$ cat src/rtl/uart_tx_fifo_ip_pkg.sv
`default_nettype none
// ============================================================================
// Module      : uart_tx_fifo_ip_pkg
// Description : Shared definitions for the buffered UART transmitter:
//               oversampling ratio, parity mode codes, FSM state encoding
//               and the parity helper used when a word is popped.
// Revision    : 1.0 - initial release
// ============================================================================
package uart_tx_fifo_ip_pkg;

    // Ticks per bit. The RX IP uses the same ratio.
    localparam int c_OVERSAMPLE = 16;

    localparam logic [1:0] c_PAR_NONE = 2'd0;
    localparam logic [1:0] c_PAR_EVEN = 2'd1;
    localparam logic [1:0] c_PAR_ODD  = 2'd2;

    typedef enum logic [2:0] {
        ST_IDLE   = 3'd0,
        ST_START  = 3'd1,
        ST_DATA   = 3'd2,
        ST_PARITY = 3'd3,
        ST_STOP   = 3'd4
    } tx_state_t;

    // Narrower words are zero-extended by the caller. Zero-extension leaves
    // the XOR reduction unchanged.
    function automatic logic calc_parity(input logic [1:0] mode, input logic [8:0] data);
        return (mode == c_PAR_ODD) ? ~^data : ^data;
    endfunction

endpackage
`default_nettype wire

$ cat src/rtl/uart_tx_fifo_ip_sync_fifo.sv
`default_nettype none
// ============================================================================
// Module      : uart_tx_fifo_ip_sync_fifo
// Description : Synchronous show-ahead FIFO with registered full/empty/count.
//               A push while full is accepted only when a pop happens in the
//               same cycle. Otherwise the word is dropped and drop_o pulses.
// Ports       : clk_i, rst_i (async active-low), wr_i/din_i push side,
//               rd_i pop request, dout_o head word, full_o, empty_o,
//               count_o occupancy, drop_o combinational drop indication.
// Revision    : 1.0 - initial release
// ============================================================================
module uart_tx_fifo_ip_sync_fifo #(
    parameter int WIDTH = 8,
    parameter int DEPTH = 16
) (
    input  logic                     clk_i,
    input  logic                     rst_i,
    input  logic                     wr_i,
    input  logic [WIDTH-1:0]         din_i,
    input  logic                     rd_i,
    output logic [WIDTH-1:0]         dout_o,
    output logic                     full_o,
    output logic                     empty_o,
    output logic [$clog2(DEPTH):0]   count_o,
    output logic                     drop_o
);

    localparam int c_AW = $clog2(DEPTH);
    localparam int c_CW = c_AW + 1;

    logic [WIDTH-1:0] r_mem [DEPTH];
    logic [c_AW-1:0]  r_wr_ptr;
    logic [c_AW-1:0]  r_rd_ptr;
    logic [c_CW-1:0]  r_count;
    logic [c_CW-1:0]  w_count_next;
    logic             r_full;
    logic             r_empty;
    logic             w_pop;
    logic             w_push;

    assign w_pop  = rd_i && !r_empty;
    // A full FIFO frees one slot in the same cycle it pops, so that write can land.
    assign w_push = wr_i && (!r_full || w_pop);
    assign drop_o = wr_i && r_full && !w_pop;

    always_comb begin
        w_count_next = r_count;
        if (w_push && !w_pop) begin
            w_count_next = r_count + c_CW'(1);
        end else if (w_pop && !w_push) begin
            w_count_next = r_count - c_CW'(1);
        end
    end

    always_ff @(posedge clk_i or negedge rst_i) begin
        if (!rst_i) begin
            r_wr_ptr <= '0;
            r_rd_ptr <= '0;
            r_count  <= '0;
            r_full   <= 1'b0;
            r_empty  <= 1'b1;
        end else begin
            if (w_push) r_wr_ptr <= r_wr_ptr + c_AW'(1);
            if (w_pop)  r_rd_ptr <= r_rd_ptr + c_AW'(1);
            r_count <= w_count_next;
            r_full  <= (w_count_next == c_CW'(DEPTH));
            r_empty <= (w_count_next == '0);
        end
    end

    always_ff @(posedge clk_i) begin
        if (w_push) r_mem[r_wr_ptr] <= din_i;
    end

    assign dout_o  = r_mem[r_rd_ptr];
    assign full_o  = r_full;
    assign empty_o = r_empty;
    assign count_o = r_count;

endmodule
`default_nettype wire

$ cat src/rtl/uart_tx_fifo_ip.sv
`default_nettype none
// ============================================================================
// Module      : uart_tx_fifo_ip
// Description : Buffered UART transmitter. Words written via wr_i are queued
//               in a FIFO and serialised autonomously. The baud tick comes
//               from a runtime divisor with 16x oversampling.
// Ports       : clk_i, rst_i (async assert / sync release, active-low)
//               dvsr_i           tick period = dvsr_i+1 clocks
//               wr_i, din_i      push side. full_o, empty_o, count_o status
//               overflow_o       sticky drop flag, cleared by clr_ovf_i
//               tx_o             serial line, idle high, registered
//               busy_o           frame in progress
//               tx_done_tick_o   one-cycle pulse after the stop bit
// Revision    : 1.0 - initial release
// ============================================================================
module uart_tx_fifo_ip
    import uart_tx_fifo_ip_pkg::*;
#(
    parameter int WORD_LENGTH    = 8,
    parameter int PARITY_MODE    = 0,
    parameter int STOP_BIT_TICKS = 16,
    parameter int FIFO_DEPTH     = 16,
    parameter int DVSR_WIDTH     = 11
) (
    input  logic                            clk_i,
    input  logic                            rst_i,
    input  logic [DVSR_WIDTH-1:0]           dvsr_i,
    input  logic                            wr_i,
    input  logic [WORD_LENGTH-1:0]          din_i,
    output logic                            full_o,
    output logic                            empty_o,
    output logic [$clog2(FIFO_DEPTH):0]     count_o,
    output logic                            overflow_o,
    input  logic                            clr_ovf_i,
    output logic                            tx_o,
    output logic                            busy_o,
    output logic                            tx_done_tick_o
);

    localparam logic [1:0] c_PMODE     = 2'(PARITY_MODE);
    localparam logic [4:0] c_LAST_OS   = 5'(c_OVERSAMPLE - 1);
    localparam logic [4:0] c_LAST_STOP = 5'(STOP_BIT_TICKS - 1);
    localparam logic [3:0] c_LAST_BIT  = 4'(WORD_LENGTH - 1);

    // Reset synchroniser. The reset asserts asynchronously so tx_o returns
    // high at once, and releases on a clock edge.
    logic [1:0] r_rst_sync;
    logic       w_rst_n;

    always_ff @(posedge clk_i or negedge rst_i) begin
        if (!rst_i) r_rst_sync <= 2'b00;
        else        r_rst_sync <= {r_rst_sync[0], 1'b1};
    end
    assign w_rst_n = r_rst_sync[1];

    // FIFO
    logic [WORD_LENGTH-1:0] w_fifo_dout;
    logic                   w_full;
    logic                   w_empty;
    logic                   w_drop;
    logic                   w_pop;

    uart_tx_fifo_ip_sync_fifo #(
        .WIDTH (WORD_LENGTH),
        .DEPTH (FIFO_DEPTH)
    ) u_fifo (
        .clk_i   (clk_i),
        .rst_i   (w_rst_n),
        .wr_i    (wr_i),
        .din_i   (din_i),
        .rd_i    (w_pop),
        .dout_o  (w_fifo_dout),
        .full_o  (w_full),
        .empty_o (w_empty),
        .count_o (count_o),
        .drop_o  (w_drop)
    );

    // A drop in the same cycle as a clear keeps the flag set.
    logic r_ovf;
    always_ff @(posedge clk_i or negedge w_rst_n) begin
        if (!w_rst_n)       r_ovf <= 1'b0;
        else if (w_drop)    r_ovf <= 1'b1;
        else if (clr_ovf_i) r_ovf <= 1'b0;
    end

    // Baud generator and transmit FSM
    tx_state_t               r_state, w_state_next;
    logic [DVSR_WIDTH-1:0]   r_baud, w_baud_next;
    logic [DVSR_WIDTH-1:0]   r_dvsr;
    logic [4:0]              r_s_cnt, w_s_cnt_next;
    logic [3:0]              r_n_cnt, w_n_cnt_next;
    logic [WORD_LENGTH-1:0]  r_shreg, w_shreg_next;
    logic                    r_par, w_par_next;
    logic                    r_tx, w_tx_next;
    logic                    r_done, w_done_next;
    logic                    w_tick;

    // r_dvsr is captured at frame start. A divisor change mid-frame only
    // affects the next frame.
    assign w_tick = (r_baud == r_dvsr);

    always_comb begin
        w_state_next = r_state;
        w_s_cnt_next = r_s_cnt;
        w_n_cnt_next = r_n_cnt;
        w_shreg_next = r_shreg;
        w_par_next   = r_par;
        w_done_next  = 1'b0;
        w_pop        = 1'b0;
        w_baud_next  = (r_state == ST_IDLE || w_tick) ? '0 : r_baud + DVSR_WIDTH'(1);

        unique case (r_state)
            ST_IDLE: begin
                if (!w_empty) begin
                    w_pop        = 1'b1;
                    w_shreg_next = w_fifo_dout;
                    w_par_next   = calc_parity(c_PMODE, 9'(w_fifo_dout));
                    w_s_cnt_next = '0;
                    w_n_cnt_next = '0;
                    w_state_next = ST_START;
                end
            end
            ST_START: begin
                if (w_tick) begin
                    if (r_s_cnt == c_LAST_OS) begin
                        w_s_cnt_next = '0;
                        w_state_next = ST_DATA;
                    end else begin
                        w_s_cnt_next = r_s_cnt + 5'd1;
                    end
                end
            end
            ST_DATA: begin
                if (w_tick) begin
                    if (r_s_cnt == c_LAST_OS) begin
                        w_s_cnt_next = '0;
                        w_shreg_next = r_shreg >> 1;
                        if (r_n_cnt == c_LAST_BIT) begin
                            w_state_next = (c_PMODE != c_PAR_NONE) ? ST_PARITY : ST_STOP;
                        end else begin
                            w_n_cnt_next = r_n_cnt + 4'd1;
                        end
                    end else begin
                        w_s_cnt_next = r_s_cnt + 5'd1;
                    end
                end
            end
            ST_PARITY: begin
                if (w_tick) begin
                    if (r_s_cnt == c_LAST_OS) begin
                        w_s_cnt_next = '0;
                        w_state_next = ST_STOP;
                    end else begin
                        w_s_cnt_next = r_s_cnt + 5'd1;
                    end
                end
            end
            ST_STOP: begin
                if (w_tick) begin
                    if (r_s_cnt == c_LAST_STOP) begin
                        w_s_cnt_next = '0;
                        w_done_next  = 1'b1;
                        w_state_next = ST_IDLE;
                    end else begin
                        w_s_cnt_next = r_s_cnt + 5'd1;
                    end
                end
            end
            default: begin
                w_state_next = ST_IDLE;
            end
        endcase

        // The line level follows the next state so that tx_o is a plain
        // flop aligned with the state register.
        unique case (w_state_next)
            ST_START:  w_tx_next = 1'b0;
            ST_DATA:   w_tx_next = w_shreg_next[0];
            ST_PARITY: w_tx_next = w_par_next;
            default:   w_tx_next = 1'b1;
        endcase
    end

    always_ff @(posedge clk_i or negedge w_rst_n) begin
        if (!w_rst_n) begin
            r_state <= ST_IDLE;
            r_baud  <= '0;
            r_dvsr  <= '0;
            r_s_cnt <= '0;
            r_n_cnt <= '0;
            r_shreg <= '0;
            r_par   <= 1'b0;
            r_tx    <= 1'b1;
            r_done  <= 1'b0;
        end else begin
            r_state <= w_state_next;
            r_baud  <= w_baud_next;
            r_s_cnt <= w_s_cnt_next;
            r_n_cnt <= w_n_cnt_next;
            r_shreg <= w_shreg_next;
            r_par   <= w_par_next;
            r_tx    <= w_tx_next;
            r_done  <= w_done_next;
            if (w_pop) r_dvsr <= dvsr_i;
        end
    end

    assign full_o         = w_full;
    assign empty_o        = w_empty;
    assign overflow_o     = r_ovf;
    assign tx_o           = r_tx;
    assign busy_o         = (r_state != ST_IDLE);
    assign tx_done_tick_o = r_done;

endmodule
`default_nettype wire

$ cat config.mk
export PLATFORM = sky130hd
export DESIGN_NAME = uart_tx_fifo_ip
export DESIGN_NICKNAME = d
export VERILOG_FILES = /design/src/rtl/uart_tx_fifo_ip_pkg.sv /design/src/rtl/uart_tx_fifo_ip_sync_fifo.sv /design/src/rtl/uart_tx_fifo_ip.sv
export SDC_FILE = /design/constraint.sdc
export NUM_CORES = 1
export LEC_CHECK = 0
export ABC_AREA = 1
export CAP_MARGIN = 40
export CORE_MARGIN = 2
export CORE_UTILIZATION = 35
export DETAILED_ROUTE_END_ITERATION = 8
export PLACE_DENSITY_LB_ADDON = 0.25
export SLEW_MARGIN = 30
export SYNTH_ARGS = -nofsm -noshare
export SYNTH_HDL_FRONTEND = slang
export SYNTH_SLANG_ARGS = --single-unit
export TNS_END_PERCENT = 30
$ cat constraint.sdc
create_clock -name clk_i -period 1.8 [get_ports clk_i]
set_input_delay 0.54 -clock clk_i [delete_from_list [all_inputs] [get_ports clk_i]]
set_output_delay 0.54 -clock clk_i [all_outputs]
set_load 0.01 [all_outputs]
==> results.env <==
GRTUSAGEMET3_PCT=2.55
GRT_OVERFLOW=0
DESIGN.CORE.AREA_SQ_MM=0.0244
TOTAL_POWER_AFTER_LAYOUT_mW=18.4
GRT_ANTENNA_BEFORE_REPAIR=0
RSZ_0062_RAISED_AFTER_GLOBAL_ROUTING='yes'
DRIVE_GT1_SHARE_PCT=27.0
SETUP.REG_TO_REG.WORST_SLACK_PS=-220
CTSHTREEMAXLEVEL=4
PRE_CTS_SETUP_SLACK_PS=-382
FINAL_NET_COUNT=1058
DR_TOTAL_VIAS=6367
CRITPATHARRIVALTIME_PS=2400
PLACE.GP.CONGESTION=0.828
SETUP_TNS_PS=-17470
SYNTH_CELL_TYPE_COUNT=41
INITIAL_CORE_UTIL_PCT=35.7
ANTENNA_VIOLATING_NETS_LEFT=0
SEQ_POWER_SHARE_PCT=32.1
NETLIST_TOP_CELLS_AREA='edfxtp_1 44%, dfrtp_1 18%, nand2_1 14%'
CLKSLEWWORSTSETUPHOLDPATHS_PS=80
FP-ROW-COUNT=57
TIMING.CRITICAL_PATH.FROM_TYPE='register'
MAX-CLOCK-PATH-BUFFERS=2
RR_STARTPOINT='u_fifo.r_rd_ptr[0]$_DFFE_PN0P_'
SYNTH_SEQ_AREA_SHARE_PCT=62.2
PROPORTION_OF_POWER_DRAWN_BY_COMBINATIONAL_GATES_PCT=46.7
PLACED_INSTANCES=1309
SYNTH_LARGEST_AREA_CELL='edfxtp_1'
DIE_WIDTH_UM=162
GRT_START_MAX_NET_PINS=36
NUMBER_OF_GLOBAL_ROUTE_VIAS_BEFORE_REPAIR=6286
SW_FRAC_OF_TOTAL_PCT=40.6
CTS_SINKS=191
PLACE.DETAILED.HPWL_UM=13300
LEAKAGEPOWER_nW=4.97
PEAKVDDDROP_mV=0.683
IO_BUFFER_COUNT=33
SYNTH.YOSYS.WARNINGS=0
WORST_SETUP_PATH_ENDPOINT='tx_o$_DFF_PN1_'
DIE_SPAN_IN_Y_UM=162
POST-ROUTE-DRC-COUNT=0
CP.REQUIRED_PS=2170
NUMBER_OF_ENABLE_FLIP_FLOP_CELLS_AFTER_SYNTHESIS=128
DETAILEDROUTE.FIRSTITERATIONVIOLATIONS=457
STATUS='finished, violations left'
FLOW.AREA_GROWTH_FROM_SYNTHESIS_PCT=33.0
HOLD_VIOL=0
GR-MAX-USAGE-LAYER='met2'
TIGHTESTPINTRANSITION_PS=492
GRT_FIRST_PASS_WIRELENGTH_UM=32800
GRT.TOTAL_USAGE_PCT=16.3
SYNTHESIS.NETS=940
TIMING.HOLD.WORST.CLASS='reg2async'
P_CLK_SHARE_PCT=21.2
VIAS_PER_CELL=4.67
CLOCK_TREE_FROM_TRITONCTS='built'
PATH_CLASS='reg2reg'
MET2_RESOURCE_USE_GR_PCT=27.1
WORSTSETUPSTARTPOINT='u_fifo.r_rd_ptr[0]$_DFFE_PN0P_'
POWER_SWITCHING_mW=7.48
TIMING.CRITICAL_PATH.FANOUT_MAX=7
POSTSYNTHCELLCOUNT=907
MAX_CAP_VIOLS=0
POWER_REPORT.INTERNAL_TOTAL_mW=10.9
CTSROOTBUFFERMASTER='clkbuf_16'
SYNTH.FF_LATCH_COUNT=191
FINAL-SETUP-VIOL-COUNT=135
WIRE_PER_INST_UM=15.4
TIMING.FMAX_MHz=494
DR.PASS1.ITERS=4
CRITICAL_PATH.ENDPOINT_TYPE='register'
DIE-AREA_SQ_MM=0.0262
P_PER_AREA_mW_PER_MM2=1590
FLOORPLAN.IO_PINS=34
INSERTION_DELAY_PS=450
POST_LAYOUT_NONFILLER_INSTANCES=1362
FINALWORSTSETUPSLACK_PS=-225
RR_WORST_DEPTH=18
SYNTH_ASYNC_SR_FLOP_SHARE_PCT=33.0
TCRIT_TCLK_FINAL_PCT=112
CTS_BUFFERS=17
SYNTH_TOP_CELL_AREA_SHARE_PCT=44.1
RR_ENDPOINT='tx_o$_DFF_PN1_'
CTS_HOLD_BUFFERS=0
SYN_AREA_SQ_MM=0.00871
MET1_USAGE_PCT=21.6
TIMING.FINAL.CRIT_PERIOD_PS=2020
SYN_AREA_PER_CELL_SQ_UM=9.61
SYNTH_FF_TYPE='edfxtp_1'
SLEW_HEADROOM_PCT=67.0
NUMBER_OF_ANTENNA_CELLS_INSERTED=0
FINAL_CORE_UTIL_PCT=47.5
CLOCK_SKEW_PS=20.2
WIRELENGTH_UM=20900
VIOLATIONS='setup timing'
FINALMAXSLEWVIOLATIONS=0
## cell families (layout without fill, tap and decap cells)
family / Yosys count / after routing / synth area share [%]
fa+ha+maj: 10 / 10 / 1.44
flops: 191 / 191 / 62.2
buf+inv: 142 / 273 / 6.82
simple gates: 490 / 490 / 23.6
compound gates: 50 / 50 / 3.46
other cells: 1 / 1 / 0.0430
xor+xnor: 23 / 23 / 2.40
## per-layer routing
| metal | up-vias | routed length [um] |
|---|---|---|
| met5 | - | 0 |
| met3 | 30 | 774 |
| li1 | 3176 | - |
| met4 | 0 | 544 |
| met2 | 117 | 10200 |
| met1 | 3044 | 9370 |
## worst min path at each step
stage                                   to  cells after the start
2_1_floorplan      r_rst_sync[0]$_DFF_PN0_                      0
3_3_place_gp   u_fifo.count_o[1]$_DFF_PN0_                      0
3_5_place_dp   u_fifo.count_o[1]$_DFF_PN0_                      0
4_1_cts        u_fifo.count_o[1]$_DFF_PN0_                      0
5_1_grt        u_fifo.count_o[1]$_DFF_PN0_                      0
6_report       u_fifo.count_o[1]$_DFF_PN0_                      0
## placed cells by master, fill, tap and decap left out, types with 6 or more instances in the layout
cell type        netlist  layout
a21oi_1               14      12
buf_12                 0      16
buf_4                  5      64
buf_6                  3      11
clkbuf_16              0      18
clkdlybuf4s50_1        0      22
dfrtp_1               61      58
dlygate4sd2_1          0       8
edfxtp_1             128     128
ha_1                  10       8
inv_1                 99      91
inv_2                 10      13
nand2_1              321     277
nand2_2                1      31
nand2_4                1      10
nand3_1               93      66
nand3_2                0      23
nor2_1                47      21
nor2_2                 1       6
nor2_4                 3      24
nor3_1                 9       6
o21ai_0               19      12
xnor2_1                7       7
xor2_1                15      14
## layout make-up
type                            count  area (sq um)
Sequential cell                   191          5430
Timing Repair Buffer              128          1330
Clock inverter                     15           195
Fill cell                        2287         12800
Inverter                          113           449
Multi-Input combinational cell    574          3350
Clock buffer                       17           425
Tap cell                          324           405
## state kept, by name, summed over array words and instances, names as in the netlist, 4 cells and up
| name | flops |
|---|---|
| r_baud | 11 |
| r_s_cnt | 5 |
| r_dvsr | 11 |
| u_fifo.count_o | 5 |
| r_n_cnt | 4 |
| r_shreg | 8 |
| u_fifo.r_mem | 128 |
| u_fifo.r_rd_ptr | 4 |
| u_fifo.r_wr_ptr | 4 |
## per-stage QoR
| stage | cell area (sq um) | hold WS (ps) |
|---|---|---|
| global route | 11600 | 225 |
| floorplan | 8850 | 244 |
| global placement | 10100 | 201 |
| CTS | 11100 | 211 |
| detailed placement | 10100 | 201 |
| finish | 11600 | 191 |
## worst max-delay path, stage by stage, from the launching register on
cell and delay (ps):
dfrtp_2 490, inv_8 140, buf_12 120, buf_16 120, nand2_1 60, nand3_1 80, nand3_2 100, nand3_4 100
nand2_4 90, inv_4 70, nand2_1 60, nand2_2 80, nand2_2 50, nand2_1 50, nand2_1 60, nand2_2 90
nand2_1 50, nand3_1 80, nand2_1 60
## timing repair
item,4_1_cts,5_1_grt
cloned,3,1
resized for setup,75,118
setup buffers,10,13
setup endpoints to repair,158,170
pin swaps,11,43
## power groups by stage
stage          Clock, mW  Combinational, mW  Sequential [mW]
2_1_floorplan          0               4.27             5.97
3_3_place_gp           0               6.65             6.00
3_5_place_dp           0               6.71             6.01
4_1_cts             4.01               7.67             5.90
5_1_grt             4.17               9.44             5.99
6_report            3.91               8.59             5.91
## cell usage after synthesis (4+ instances only)
master and number:
a21oi_1 14, buf_2 14, buf_4 5, clkbuf_1 5, dfrtp_1 61, edfxtp_1 128
ha_1 10, inv_1 99, inv_2 10, nand2_1 321, nand3_1 93, nand4_1 5
nor2_1 47, nor3_1 9, o21ai_0 19, o21ai_1 4, o221ai_1 6, xnor2_1 7
xor2_1 15
(Power assumes the default switching activity.)
